==> src/rtl/sfq_coincidence_gate.sv <==
// sfq_coincidence_gate
//   Clocked coincidence gate for toggle-encoded SFQ pulse lines. Each edge on
//   an in_tog line is one pulse. When THRESH distinct lines have pulsed inside
//   a WINDOW-cycle window, q toggles once and fire strobes. A programmable
//   threshold covers AND (N_IN), majority and OR (1) behaviour. Re-pulsing a
//   line inside a window raises dup_err. A window that expires without firing
//   raises timeout. After each fire, a HOLDOFF dead time models junction
//   recovery. A saturating counter tracks the number of fires.
//
// Ports
//   clk       clock, all state updates on the rising edge
//   rst       synchronous active-high reset
//   in_tog    N_IN toggle-encoded pulse inputs
//   thresh    distinct inputs required; 0 or > N_IN means N_IN
//   q         toggle-encoded output pulse
//   fire      one-cycle strobe, coincident with the q toggle
//   armed     high while a coincidence window is open
//   timeout   one-cycle strobe when a window expires without firing
//   dup_err   one-cycle strobe when an already-seen input pulses again
//   fire_cnt  saturating count of fires
module sfq_coincidence_gate #(
  parameter int N_IN    = 4,
  parameter int WINDOW  = 8,
  parameter int HOLDOFF = 2,
  parameter int CNT_W   = 16,
  localparam int TW     = $clog2(N_IN + 1)
) (
  input  logic             clk,
  input  logic             rst,
  input  logic [N_IN-1:0]  in_tog,
  input  logic [TW-1:0]    thresh,
  output logic             q,
  output logic             fire,
  output logic             armed,
  output logic             timeout,
  output logic             dup_err,
  output logic [CNT_W-1:0] fire_cnt
);

  localparam logic [1:0] ST_IDLE  = 2'd0;
  localparam logic [1:0] ST_ARMED = 2'd1;
  localparam logic [1:0] ST_HOLD  = 2'd2;

  // One counter serves both the window and the holdoff, so size it for the
  // larger of the two.
  localparam int CMAX_A = (WINDOW > HOLDOFF) ? WINDOW : HOLDOFF;
  localparam int CMAX   = (CMAX_A > 2) ? CMAX_A : 2;
  localparam int CW     = $clog2(CMAX);

  // In ARMED, win_cnt lags the window cycle number by one: cycle 0 is spent
  // in IDLE. Therefore the last cycle of the window, WINDOW-1, shows up as
  // win_cnt == WINDOW-2.
  localparam logic [CW-1:0] ARM_LAST  = CW'((WINDOW >= 2) ? WINDOW - 2 : 0);
  localparam logic [CW-1:0] HOLD_LAST = CW'((HOLDOFF >= 1) ? HOLDOFF - 1 : 0);

  logic [1:0]      state;
  logic [N_IN-1:0] prev_in;
  logic [N_IN-1:0] seen;
  logic [CW-1:0]   win_cnt;
  logic [TW-1:0]   th_r;

  logic [N_IN-1:0] pv;
  logic [N_IN-1:0] merged;
  logic [N_IN-1:0] dup_bits;
  logic [TW-1:0]   eff_th;
  logic            fire_now;
  logic            timeout_now;
  logic            dup_now;

  function automatic logic [TW-1:0] popcount(input logic [N_IN-1:0] v);
    logic [TW-1:0] c;
    c = '0;
    for (int i = 0; i < N_IN; i++) begin
      c = c + TW'(v[i]);
    end
    return c;
  endfunction

  assign armed = (state == ST_ARMED);

  // Fire takes priority over timeout. This lets a pulse in the last window
  // cycle still complete the coincidence. A duplicate is flagged independently
  // of whether the gate fires in the same cycle.
  always_comb begin
    pv          = in_tog ^ prev_in;
    merged      = seen | pv;
    dup_bits    = pv & seen;
    eff_th      = ((thresh == '0) || (thresh > TW'(N_IN))) ? TW'(N_IN) : thresh;
    fire_now    = 1'b0;
    timeout_now = 1'b0;
    dup_now     = 1'b0;
    case (state)
      ST_IDLE: begin
        if (pv != '0) begin
          if (popcount(pv) >= eff_th) begin
            fire_now = 1'b1;
          end else if (WINDOW == 1) begin
            timeout_now = 1'b1;
          end
        end
      end
      ST_ARMED: begin
        dup_now = |dup_bits;
        if (popcount(merged) >= th_r) begin
          fire_now = 1'b1;
        end else if (win_cnt == ARM_LAST) begin
          timeout_now = 1'b1;
        end
      end
      default: begin
      end
    endcase
  end

  // prev_in tracks in_tog even during reset. A line held in a toggled state
  // across reset release therefore does not appear as a pulse.
  always_ff @(posedge clk) begin
    prev_in <= in_tog;
    if (rst) begin
      state    <= ST_IDLE;
      seen     <= '0;
      win_cnt  <= '0;
      th_r     <= '0;
      q        <= 1'b0;
      fire     <= 1'b0;
      timeout  <= 1'b0;
      dup_err  <= 1'b0;
      fire_cnt <= '0;
    end else begin
      fire    <= fire_now;
      timeout <= timeout_now;
      dup_err <= dup_now;
      if (fire_now) begin
        q       <= ~q;
        seen    <= '0;
        win_cnt <= '0;
        if (fire_cnt != '1) begin
          fire_cnt <= fire_cnt + 1'b1;
        end
        if (state == ST_IDLE) begin
          th_r <= eff_th;
        end
        state <= (HOLDOFF > 0) ? ST_HOLD : ST_IDLE;
      end else if (timeout_now) begin
        seen    <= '0;
        win_cnt <= '0;
        state   <= ST_IDLE;
      end else begin
        case (state)
          ST_IDLE: begin
            if (pv != '0) begin
              seen    <= pv;
              th_r    <= eff_th;
              win_cnt <= '0;
              state   <= ST_ARMED;
            end
          end
          ST_ARMED: begin
            seen    <= merged;
            win_cnt <= win_cnt + 1'b1;
          end
          ST_HOLD: begin
            if (win_cnt == HOLD_LAST) begin
              win_cnt <= '0;
              state   <= ST_IDLE;
            end else begin
              win_cnt <= win_cnt + 1'b1;
            end
          end
          default: begin
            seen    <= '0;
            win_cnt <= '0;
            state   <= ST_IDLE;
          end
        endcase
      end
    end
  end

endmodule
==> config.mk <==
export PLATFORM = sky130hd
export DESIGN_NAME = sfq_coincidence_gate
export DESIGN_NICKNAME = d
export VERILOG_FILES = /design/src/rtl/sfq_coincidence_gate.sv
export SDC_FILE = /design/constraint.sdc
export NUM_CORES = 1
export LEC_CHECK = 0
export ABC_AREA = 1
export BUFFER_PORTS_ARGS = -buffer_cell sky130_fd_sc_hd__buf_2
export CORE_MARGIN = 10
export CORE_UTILIZATION = 55
export CTS_CLUSTER_DIAMETER = 30
export CTS_CLUSTER_SIZE = 14
export DETAILED_ROUTE_END_ITERATION = 12
export PLACE_DENSITY_LB_ADDON = 0.1
export SLEW_MARGIN = 10
export SYNTH_ARGS = -nofsm -noshare
export SYNTH_HDL_FRONTEND = slang
export SYNTH_SLANG_ARGS = --single-unit
export TNS_END_PERCENT = 5
==> constraint.sdc <==
create_clock -name clk -period 7.4 [get_ports clk]
set_clock_uncertainty 0.2 [all_clocks]
set_input_delay 1.85 -clock clk [delete_from_list [all_inputs] [get_ports clk]]
set_output_delay 1.85 -clock clk [all_outputs]
set_load 0.005 [all_outputs]
# == After elaboration in Yosys (flattened, before gate mapping) ==
# Cells that the tools add are included.
# classes
reduce_logical,13
n_mux,23
add_sub_neg,8
n_shift,0
magnitude_cmp,3
n_eq_ne,11
n_bitwise,6
multipliers,0
n_div,0
# op_table
operator,count
$mux W3,8
$add A16 B1 Y16 const B,1
$ne A16 B16 Y1 const B,1
$pmux W4 S3,1
$pmux W3 S3,1
$reduce_and A3 Y1,3
$mux W2,4
$add A2 B1 Y3,2
$add A3 B1 Y3,2
$ge A3 B3 Y1,2
$mux W1,6
$pmux W2 S3,1
$add A1 B1 Y2,2
$and A4 B4 Y4,1
$mux W4,1
$ne A2 B2 Y1 const B,2
$ne A4 B3 Y1 const B,1
$ne A4 B4 Y1 const B,1
$or A4 B4 Y4,1
$reduce_and A2 Y1,2
$reduce_bool A4 Y1,1
$reduce_or A4 Y1,1
$xor A4 B4 Y4,1
$add A3 B1 Y3 const B,1
other kinds (15),17
# totals
mem_count,0
word_cells,75
in_bits,9
mem_bits_rw,0
romBits,0
regBits,36
out_inout_bits,21
latch_bits,0

# == Depth between registers and ports, before layout ==
# logic_depth
word_depth,10
ltp_mapped,19
mapped_depth_nobuf,18

# == Worst setup path after synthesis ==
# OpenSTA, ideal clock, no wires.
# synth_timing
kind,input -> register
start,input in_tog[1]
end,register fire_cnt[12]
required_ns,7.085
arrival_time_ns,4.261
setup_ns,0.115
n_path_buf,2
setup_slack_ns,2.824
path_stages,14
path_cell_list,xnor2_1 -> nand2_1 -> fa_1 -> ha_1 -> ha_1 -> ha_1 -> nand3_1 -> nand3_1 -> nand2_1 -> nand2_2 -> buf_6 -> buf_6 -> a21oi_1 -> nor2_1
# synth_between
elab_chain_cells,9
word_cells_on_any_way,16
classes_between,6 x add/sub; 2 x order compare; 4 x mux; 2 x bitwise; 2 x reduce/logical
# synth_lines
item,line,source
start: declaration,30,"input logic [N_IN-1:0] in_tog,"
$xor A4 B4 Y4 *,85,pv = in_tog ^ prev_in;
$or A4 B4 Y4 / $add A1 B1 Y2 (equally long branches),"86, 74",
$add A1 B1 Y2 / $add A2 B1 Y3 (equally long branches),74,c = c + TW'(v[i]);
$add A2 B1 Y3 / $add A3 B1 Y3 (equally long branches),74,
$add A3 B1 Y3 / $ge A3 B3 Y1 (equally long branches),"74, 95",
$ge A3 B3 Y1 / $mux W1 (equally long branches),"104, 95",
"$mux W1, on equally long branches","104, 94",
$pmux W1 S2 *,92,case (state)
$reduce_and A2 Y1 (no line) *,-,
end signal: assignment,138,fire_cnt <= fire_cnt + 1'b1;
end: declaration,37,output logic [CNT_W-1:0] fire_cnt
# Every way passes the cells marked *; elsewhere a longest branch is shown, timed or not.
# A chain may end at the register's enable or synchronous reset.

# == Worst setup path after layout ==
# layout_timing
start,input in_tog[1]
end,register fire_cnt[0]
# The elaborated chain is that of the path after synthesis.

==> impl_results.md <==
* DRT Pass-1 Iters at 4
* Crit-path cells: buf_2 > xnor2_1 > nand2_1 > fa_1 > ha_1 > ha_1 > ha_1 > nand3_1 > nand3_1 > nand2_1 > nand2_2 > nand2_4 > inv_1 > nand2_1 > nand2_1 > nor2_1
* Tcrit/Tclk final at 0.6513
* Critical Path AT at 4.81 ns
* Slew Limit Headroom at 0.7250
* Fin nets at 382
* Seq cells post-synth at 36
* PD cells at 286.6 mW/mm2
* Clock Latency Late Sink at 0.29 ns
* Leading cell type in the layout, fill and taps excluded: nand2_1
* Mapped cell area at 0.002270 mm2
* R2R setup slack at 3.93 ns
* I/O pins at 30
* I/O Buffers at 29
* Seq/Total Area, Yosys at 0.3175
* Total track usage at 0.1380
* Routed length per instance at 12.10 um
* Syn Area/Cell at 7.027 um2
* Worst path top cell family by delay: adder cells
* Worst path buffer plus inverter count at 2
* Worst Hold Launch: q
* Startpoint Class: input pin
* Finished Layout Cells at 403
* Number of buffers created by CTS at 5
* Sum Neg Setup Slack at 0 ns
* Final Hold Fails at 0
* Max Cap Viol at 0
* Core area at 0.004000 mm2
* Slowest CP cell: fa_1
* Final critical-path required period at 4.820 ns
* Cell repeated most along the worst path: nand2_1
* Number of global-route vias before repair at 1,963
* RSZ-0062 raised after global routing: no
* Share of post-route cells with drive strength above 1 at 0.1473
* DR vias/cell at 5.132
* Syn Inst Count at 323
* WHS at 0.2788 ns
* # H-tree levels at 2
* Most frequent cells in the layout: nand2_1, nor2_1, inv_1, nand3_1, dfxtp_1
* First-pass GRT wire length at 8.418 mm
* Initial Utilization at 0.5674
* Setup Buffers After CTS at 0
* Hold crit path type: flop to flop
* Die Wd at 84.24 um
* CP required at 7.39 ns
* Worst Setup SP: in_tog[1]
* Clock-pin slew on the worst setup and hold paths at 0.07 ns
* Simple-gate share of the synthesized area at 0.3131
* Multiplexer share of the synthesized area at 0
* Critical path class: input pin to flop
* Largest net degree at the start of global routing at 21
* Fin. max-slew vios at 0
* Post-cts hold buffer count at 0
* Largest family of logic cells by synthesized area: simple AND/OR/NAND/NOR gates
* Crit-path max cell delay at 0.50 ns
* Synth Area in XOR/XNOR at 0.05017
* Unique cell type count in the Yosys netlist at 32
* Area Growth Syn to Fin at 10.58%
* Clock buffer depth at 2
* P_leak at 1.191 nW
* Critical Path End Type: flop
* GP Congestion at 0.8735
* CTS Root Cell: clkbuf_8
* Max Fclk at 207.5 MHz
* Adder-cell share of the synthesized area at 0.1191
* Initial antenna violation count at 0
* Hold Path Cell Cnt at 1
* Post-DP HPWL at 3.689 mm
* Number of antenna-violating nets in the routed design at 0
* Antenna diodes at 0
* Post-synthesis net count at 353
* Via Count at 2,068
* Synth Area in Compound Gates at 0.1014
* Std-Cell Rows at 23
* Peak VDD IR at 0.0001512 V
* CTS tree: yes
* R2R cell count at 15
* Cts repair resizes at 0
* Placed Cells at 395
* CP max FO at 20
* Overall power at 0.7194 mW
* Origin of the critical flop-to-flop path: prev_in[1]
* Ys Warns at 0
* Stages on the worst setup path at 16
* Status: finished clean
* Congestion Overflow GR at 0
* Worst-margin pin slew at 0.4110 ns
* DRC errors left at 0
* Initial drt markers at 67
* Die height at 84.24 um
* DRT Wirelength at 4.876 mm
* TritonCTS Sinks at 36
* Die Area at 0.007096 mm2
* Endpoints failing setup at 0
## power breakdown
group | switching, mW | internal, mW | total [mW]
sequential | 0.0195 | 0.227 | 0.246
combinational | 0.218 | 0.116 | 0.334
clock | 0.0737 | 0.0656 | 0.139
total | 0.311 | 0.408 | 0.719
## per-layer routing
layer / wire length, um / up-vias / track usage
li1: - / 1096 / -
met1: 2127 / 934 / 0.1458
met2: 2458 / 30 / 0.2510
met3: 210 / 8 / 0.04251
met4: 80 / 0 / 0.04871
met5: 0 / - / 0
## cell families after synthesis
kind of cell | count (synthesis)
buffers and inverters | 52
AND/OR/NAND/NOR | 159
XOR/XNOR | 13
AO/OA/AOI/OAI | 42
flip-flops | 36
adder cells (fa/ha/maj) | 21
## layout make-up
type / instances / area [um2]
multi-input cells: 235 / 1325
repair buffers: 29 / 145.1
clock buffers: 5 / 68.82
clock inverters: 3 / 18.77
fillers: 392 / 1490
inverters: 45 / 168.9
well taps: 50 / 62.56
flip-flops and latches: 36 / 720.7
## Yosys cell counts (all sizes together)
cell type,n,area (um2)
nand2,68,275.3
nor2,46,182.7
inv,45,168.9
nand3,37,185.2
dfxtp,36,720.7
a21oi,25,132.6
ha,20,250.2
o21ai,11,55.05
xnor2,7,61.31
buf,6,51.29
xor2,6,52.55
nand4,5,46.29
nor3,2,15.01
o22ai,2,12.51
a22oi,1,7.510
a31oi,1,6.260
clkbuf,1,3.750
fa,1,20.02
o2111ai,1,8.760
o21bai,1,7.510
or2,1,6.260
## metrics by stage
step / worst slack, ns / area, um2 / util
after floorplan: 2.824 / 2270 / -
after global placement: 2.349 / 2422 / 0.6056
after CTS: 2.573 / 2510 / 0.6275
after global routing: 2.322 / 2510 / 0.6275
after detailed placement: 2.254 / 2422 / 0.6056
final: 2.580 / 2510 / 0.6275
## final timing paths
kind	to
worst max register to register	fire_cnt[0]
worst min-delay path	q
worst max-delay path	fire_cnt[0]
worst min register to register	q
## flip-flops by register name, indices dropped and copies added, names as in the netlist, 2 cells and up
register,count
fire_cnt,16
prev_in,4
win_cnt,3
th_r,3
seen,4
state,2
No activity file was read; power rests on OpenSTA's default activity.
